===== config.mk =====
export PLATFORM = sky130hd
export DESIGN_NAME = i2c_fifo_bridge
export DESIGN_NICKNAME = d
export VERILOG_FILES = /design/src/rtl/i2c_pkg.sv /design/src/rtl/sync_fifo.sv /design/src/rtl/i2c_fifo_bridge.sv
export SDC_FILE = /design/constraint.sdc
export NUM_CORES = 1
export LEC_CHECK = 0
export BUFFER_PORTS_ARGS = -buffer_cell sky130_fd_sc_hd__clkbuf_2
export CAP_MARGIN = 20
export CORE_MARGIN = 1.5
export CORE_UTILIZATION = 40
export DETAILED_ROUTE_END_ITERATION = 6
export PLACE_DENSITY = 0.59
export REMOVE_ABC_BUFFERS = 1
export SYNTH_ARGS = -nofsm -noshare
export SYNTH_HDL_FRONTEND = slang
export SYNTH_SLANG_ARGS = --single-unit

===== constraint.sdc =====
create_clock -name PCLK -period 5.22 [get_ports PCLK]
set_input_delay 0.783 -clock PCLK [delete_from_list [all_inputs] [get_ports PCLK]]
set_output_delay 0.783 -clock PCLK [all_outputs]
set_load 0.1 [all_outputs]

===== src/rtl/i2c_pkg.sv =====
// rtl/i2c_pkg.sv - shared constants and pointer-width helper for the I2C FIFO bridge (optional macro I2C_FIFO_ERR_EN)
package i2c_pkg;

  // Default byte width of the TX/RX FIFOs
  localparam int I2C_DATA_W = 8;

  // Default number of entries per FIFO (power of two, at least 2)
  localparam int I2C_DEPTH  = 8;

  // Pointer/level width: one extra bit over the address so full and empty differ
  function automatic int ptr_w(input int depth);
    return $clog2(depth) + 1;
  endfunction

endpackage


===== src/rtl/sync_fifo.sv =====
// rtl/sync_fifo.sv - single-clock FWFT FIFO with level/flags and optional sticky errors (macro I2C_FIFO_ERR_EN)
module sync_fifo
  import i2c_pkg::*;
#(
  parameter int DATA_W = I2C_DATA_W,
  parameter int DEPTH  = I2C_DEPTH
) (
  input  logic                     PCLK,
  input  logic                     PRESETn,
  input  logic                     i_flush,
  input  logic                     i_wr,
  input  logic [DATA_W-1:0]        i_wdata,
  input  logic                     i_rd,
  output logic [DATA_W-1:0]        o_rdata,
  output logic                     o_full,
  output logic                     o_empty,
  output logic [ptr_w(DEPTH)-1:0]  o_level
`ifdef I2C_FIFO_ERR_EN
  ,
  output logic                     o_ovf_err,
  output logic                     o_udf_err
`endif
);

  localparam int AW = $clog2(DEPTH);
  localparam int PW = ptr_w(DEPTH);

  logic [DATA_W-1:0] r_mem [DEPTH];
  logic [PW-1:0]     r_wp;
  logic [PW-1:0]     r_rp;

  logic              w_full;
  logic              w_empty;
  logic              w_push;
  logic              w_pop;

  // Flags from the registered pointers: same lap means empty, opposite lap at same slot means full
  always_comb begin
    w_empty = (r_wp == r_rp);
    w_full  = (r_wp[AW] != r_rp[AW]) && (r_wp[AW-1:0] == r_rp[AW-1:0]);
  end

  // Accept a push when there is room, or when a pop frees a slot on the same edge;
  // a pop is accepted only when something is stored, so empty push+pop keeps just the push
  always_comb begin
    w_push = i_wr && (!w_full || i_rd);
    w_pop  = i_rd && !w_empty;
  end

  // Pointer update: reset and flush rewind both pointers, flush beating any strobe
  always_ff @(posedge PCLK or negedge PRESETn) begin
    if (!PRESETn) begin
      r_wp <= '0;
      r_rp <= '0;
    end else if (i_flush) begin
      r_wp <= '0;
      r_rp <= '0;
    end else begin
      if (w_push) r_wp <= r_wp + PW'(1);
      if (w_pop)  r_rp <= r_rp + PW'(1);
    end
  end

  // Storage write: contents are never cleared, only the pointers move
  always_ff @(posedge PCLK) begin
    if (w_push && !i_flush) r_mem[r_wp[AW-1:0]] <= i_wdata;
  end

  // Head entry shown directly from storage so a new byte appears one cycle after its push
  always_comb begin
    o_rdata = r_mem[r_rp[AW-1:0]];
    o_full  = w_full;
    o_empty = w_empty;
    o_level = r_wp - r_rp;
  end

`ifdef I2C_FIFO_ERR_EN
  logic r_ovf;
  logic r_udf;

  // Sticky error capture: dropped push sets overflow, ignored pop sets underflow; only flush/reset clear
  always_ff @(posedge PCLK or negedge PRESETn) begin
    if (!PRESETn) begin
      r_ovf <= 1'b0;
      r_udf <= 1'b0;
    end else if (i_flush) begin
      r_ovf <= 1'b0;
      r_udf <= 1'b0;
    end else begin
      if (i_wr && w_full && !i_rd) r_ovf <= 1'b1;
      if (i_rd && w_empty)         r_udf <= 1'b1;
    end
  end

  // Expose the sticky flags
  always_comb begin
    o_ovf_err = r_ovf;
    o_udf_err = r_udf;
  end
`endif

endmodule


===== src/rtl/i2c_fifo_bridge.sv =====
// rtl/i2c_fifo_bridge.sv - TX/RX byte FIFOs between the APB side and the I2C core (optional macro I2C_FIFO_ERR_EN)
module i2c_fifo_bridge
  import i2c_pkg::*;
#(
  parameter int DATA_W = I2C_DATA_W,
  parameter int DEPTH  = I2C_DEPTH
) (
  input  logic                     PCLK,
  input  logic                     PRESETn,
  input  logic                     flush,
  input  logic                     tx_wr,
  input  logic [DATA_W-1:0]        tx_wdata,
  input  logic                     tx_rd,
  output logic [DATA_W-1:0]        tx_rdata,
  output logic                     tx_full,
  output logic                     tx_empty,
  output logic [ptr_w(DEPTH)-1:0]  tx_level,
  input  logic                     rx_wr,
  input  logic [DATA_W-1:0]        rx_wdata,
  input  logic                     rx_rd,
  output logic [DATA_W-1:0]        rx_rdata,
  output logic                     rx_full,
  output logic                     rx_empty,
  output logic [ptr_w(DEPTH)-1:0]  rx_level
`ifdef I2C_FIFO_ERR_EN
  ,
  output logic                     ovf_err,
  output logic                     udf_err
`endif
);

`ifdef I2C_FIFO_ERR_EN
  logic w_tx_ovf;
  logic w_tx_udf;
  logic w_rx_ovf;
  logic w_rx_udf;
`endif

  // APB pushes, I2C core pops
  sync_fifo #(
    .DATA_W (DATA_W),
    .DEPTH  (DEPTH)
  ) u_tx_fifo (
    .PCLK      (PCLK),
    .PRESETn   (PRESETn),
    .i_flush   (flush),
    .i_wr      (tx_wr),
    .i_wdata   (tx_wdata),
    .i_rd      (tx_rd),
    .o_rdata   (tx_rdata),
    .o_full    (tx_full),
    .o_empty   (tx_empty),
    .o_level   (tx_level)
`ifdef I2C_FIFO_ERR_EN
    ,
    .o_ovf_err (w_tx_ovf),
    .o_udf_err (w_tx_udf)
`endif
  );

  // I2C core pushes received bytes, APB pops
  sync_fifo #(
    .DATA_W (DATA_W),
    .DEPTH  (DEPTH)
  ) u_rx_fifo (
    .PCLK      (PCLK),
    .PRESETn   (PRESETn),
    .i_flush   (flush),
    .i_wr      (rx_wr),
    .i_wdata   (rx_wdata),
    .i_rd      (rx_rd),
    .o_rdata   (rx_rdata),
    .o_full    (rx_full),
    .o_empty   (rx_empty),
    .o_level   (rx_level)
`ifdef I2C_FIFO_ERR_EN
    ,
    .o_ovf_err (w_rx_ovf),
    .o_udf_err (w_rx_udf)
`endif
  );

`ifdef I2C_FIFO_ERR_EN
  // One overflow and one underflow flag cover both directions
  always_comb begin
    ovf_err = w_tx_ovf | w_rx_ovf;
    udf_err = w_tx_udf | w_rx_udf;
  end
`endif

endmodule


==> Implementation_results.wiki <==
{| class="wikitable"
! Metric !! Value
|-
| Global placement routability congestion || 0.7873
|-
| Power density over cell area || 476.2 nW/um^2
|-
| Root Driver || sky130_fd_sc_hd__clkbuf_16
|-
| Crit Path Category || reg -> out
|-
| Final core utilization || 48.68%
|-
| Final setup skew || 12.29 ps
|-
| Minimum clock period || 3535 ps
|-
| Smallest setup slack after layout || 1685 ps
|-
| Number of unique standard cell types used by synthesis || 33
|-
| Hold violation total from the final report || 0
|-
| DP HPWL || 7.592 mm
|-
| Core box area || 14700 um^2
|-
| Tightest hold margin || 293.2 ps
|-
| Number of cells on the worst reg-to-reg path || 6
|-
| Final routed wirelength across all metal layers || 11.73 mm
|-
| Combined area of all synthesized cells || 6071 um^2
|-
| Cell-by-cell trace of the critical path || buf_4 -> inv_1 -> ha_1 -> a21o_1 -> a21oi_1 -> xnor2_1 -> clkbuf_2
|-
| Kind of launch point of the worst setup path || register
|-
| TritonCTS clock tree || yes
|-
| Post-synthesis area per instance || 16.91 um^2
|-
| Maximum frequency from static timing analysis || 0.2829 GHz
|-
| Post-route total power || 0.003408 W
|-
| VDD IR-drop max || 0.3633 mV
|-
| Data required, critical path || 4440 ps
|-
| Pin count of the biggest net entering global routing || 22
|-
| Number of enable flip-flop cells after synthesis || 128
|-
| Primary flip-flop cell chosen by synthesis mapping || sky130_fd_sc_hd__edfxtp_1
|-
| Grt ovf || 0
|-
| Actual transition at the worst max-transition pin || 1036 ps
|-
| Headroom to the max-slew limit || 30.70%
|-
| Via count of the first global-routing pass || 3398
|-
| Most repeated cell in the gate-level netlist after synthesis || sky130_fd_sc_hd__edfxtp_1
|-
| Placement-stage worst setup slack || 1994 ps
|-
| First-pass GRT wire length || 18.75 mm
|-
| Crit-path slowest cell || sky130_fd_sc_hd__dfrtp_1
|-
| Delay of the slowest cell on the worst path || 700 ps
|-
| Worst min-delay path class || in -> async
|-
| WP data arrival || 2750 ps
|-
| Synthesis-to-layout area growth || 17.87%
|-
| Width of the chip || 126.2 um
|-
| Number of nets in the layout || 460
|-
| Cts repair resizes || 0
|-
| Post-synthesis async set-or-reset flop share || 11.11%
|-
| Crit path capture type || output port
|-
| Clock tree sinks || 144
|-
| Top cell types by occurrence after synthesis || 128 x sky130_fd_sc_hd__edfxtp_1, 51 x sky130_fd_sc_hd__nand2_1, 32 x sky130_fd_sc_hd__mux4_2
|-
| Antenna-violating nets left || 0
|-
| Number of optimization iterations in the first detailed-route pass || 4
|-
| Final TNS setup || 0 ps
|-
| Clock latency on the worst-skew pair || 420 ps
|-
| Max-cap violations || 0
|-
| Buffer levels on the longest clock path || 2
|-
| Number of buffers added to fix hold violations after cts || 0
|-
| Ratio of cells with drive above 1 in the final layout || 29.75%
|-
| Final period util || 67.72%
|-
| Overall track demand over capacity in global routing || 15.95%
|-
| Library cell with the largest summed area after synthesis || sky130_fd_sc_hd__edfxtp_1
|-
| Final routed wire length divided by cell count || 18.88 um
|-
| Via-to-Cell Ratio || 5.253
|-
| DRC Markers || 0
|-
| Pleak || 2.583 nW
|-
| Number of I/O pins || 51
|-
| Number of warnings reported in the yosys synthesis log || 0
|-
| Die area || 15930 um^2
|-
| Number of pins exceeding their max-slew limit in the final report || 0
|-
| Y dimension of the die || 126.2 um
|-
| Max FO, Critical Path || 12
|-
| Unrepaired setup endpoints after global routing || no
|-
| Result of the run || finished, final reports clean
|-
| Initial core utilization || 41.30%
|-
| CTS HTree Levels || 4
|-
| Count of buffers inserted at the top-level ports || 50
|-
| Antenna diode count || 0
|-
| Flip-flop and latch count after synthesis || 144
|-
| Top-area cell type share of the netlist area || 63.31%
|-
| Clk pin slew, worst setup/hold paths || 60 ps
|-
| # Post-CTS Setup Buffers || 0
|-
| Cell count after synthesis || 359
|-
| Number of vias after detailed routing || 3262
|-
| Starting DRC count in detailed routing || 238
|-
| Clock buffers created by TritonCTS || 17
|-
| Number of cell rows || 44
|-
| Cells taking the most area after synthesis || sky130_fd_sc_hd__edfxtp_1 63%, sky130_fd_sc_hd__mux4_2 12%, sky130_fd_sc_hd__dfrtp_1 6.6%
|-
| Antenna violations before repair || 0
|-
| Seq/Total Area, Yosys || 69.91%
|-
| Total of endpoints with negative setup slack in the final report || 0
|}
placed cells by master (no fill, tap or decap), drive strengths merged:
| cell type | n |
|---|---|
| edfxtp | 128 |
| clkbuf | 69 |
| nand2 | 51 |
| mux4 | 32 |
| nor2 | 29 |
| inv | 17 |
| dfrtp | 16 |
| ha | 10 |
| xnor2 | 10 |
| xor2 | 9 |
| buf | 9 |
| nand3 | 6 |
| nor3 | 5 |
| o21ai | 5 |
| o311ai | 5 |
| mux2i | 4 |
| clkinvlp | 4 |
| clkinv | 4 |
| a21oi | 3 |
| or3 | 3 |
| bufinv | 3 |
| a21o | 2 |
| nand3b | 2 |
| o31ai | 2 |
| nor4 | 2 |
| o211ai | 2 |
| and4 | 2 |
| fa | 2 |
| and3 | 1 |
sequential cells by signal (all words and copies together) (netlist names):
register and count:
u_rx_fifo.r_rp 4, u_tx_fifo.r_wp 4, u_tx_fifo.r_rp 4, u_rx_fifo.r_wp 4, u_rx_fifo.r_mem 64, u_tx_fifo.r_mem 64
worst max-delay path, delay by kind of cell, from the launching register on:
kind	cells	cell delay, ps
buffers and inverters	3	850
xor gates and xnor gates	1	140
DFF	1	700
adders and majority gates	1	320
AOI/OAI and AO/OA	2	320
cell type report:
class | count | area (um^2)
inverter | 15 | 56.30
clock inverter | 13 | 163.9
tap | 184 | 230.2
timing repair buffer | 60 | 322.8
fill | 1219 | 7543
clock buffer | 18 | 429.2
multi-input combinational | 187 | 1709
sequential | 144 | 4244
power breakdown:
part	switching (W)	leakage, nW	internal [W]	total (W)
Sequential	0.0000232	1.38	0.00128	0.00130
Combinational	0.000681	0.931	0.000211	0.000893
Clock	0.000463	0.276	0.000749	0.00121
routing by layer:
| layer | up-vias | part of all wire [%] | GRT usage, % |
|---|---|---|---|
| li1 | 1501 | - | - |
| met1 | 1660 | 45 | 20.69 |
| met2 | 87 | 49 | 26.05 |
| met3 | 14 | 4.0 | 3.908 |
| met4 | 0 | 1.6 | 6.288 |
| met5 | - | 0 | 0 |
cell families (layout without fill, tap and decap cells):
logic type | after synthesis | after routing | synth area share (%)
mux | 36 | 36 | 12.53
compound gates | 19 | 19 | 2.823
xor+xnor | 19 | 19 | 2.989
fa+ha+maj | 12 | 12 | 2.721
simple gates | 101 | 101 | 7.090
buf+inv | 28 | 106 | 1.937
flops | 144 | 144 | 69.91
metrics by stage:
step	instance area (um^2)	std cells
after CTS	7143	619
after global placement	6550	588
final	7156	621
after floorplan	6010	346
after detailed placement	6550	588
after global routing	7156	621
worst paths after layout:
| check | from | endpoint | slack (ps) |
|---|---|---|---|
| worst min-delay path | PRESETn | u_tx_fifo.r_wp[0] | 290 |
| worst min register to register | u_tx_fifo.r_rp[3] | u_tx_fifo.r_rp[3] | 630 |
| worst max register to register | u_tx_fifo.r_rp[1] | u_tx_fifo.r_mem[5][7] | 2230 |
| min in group PCLK | u_tx_fifo.r_rp[3] | u_tx_fifo.r_rp[3] | 630 |
| max in group asynchronous | PRESETn | u_tx_fifo.r_rp[1] | 4620 |
| worst max-delay path | u_tx_fifo.r_rp[1] | tx_level[3] | 1690 |
(Power assumes the default switching activity.)
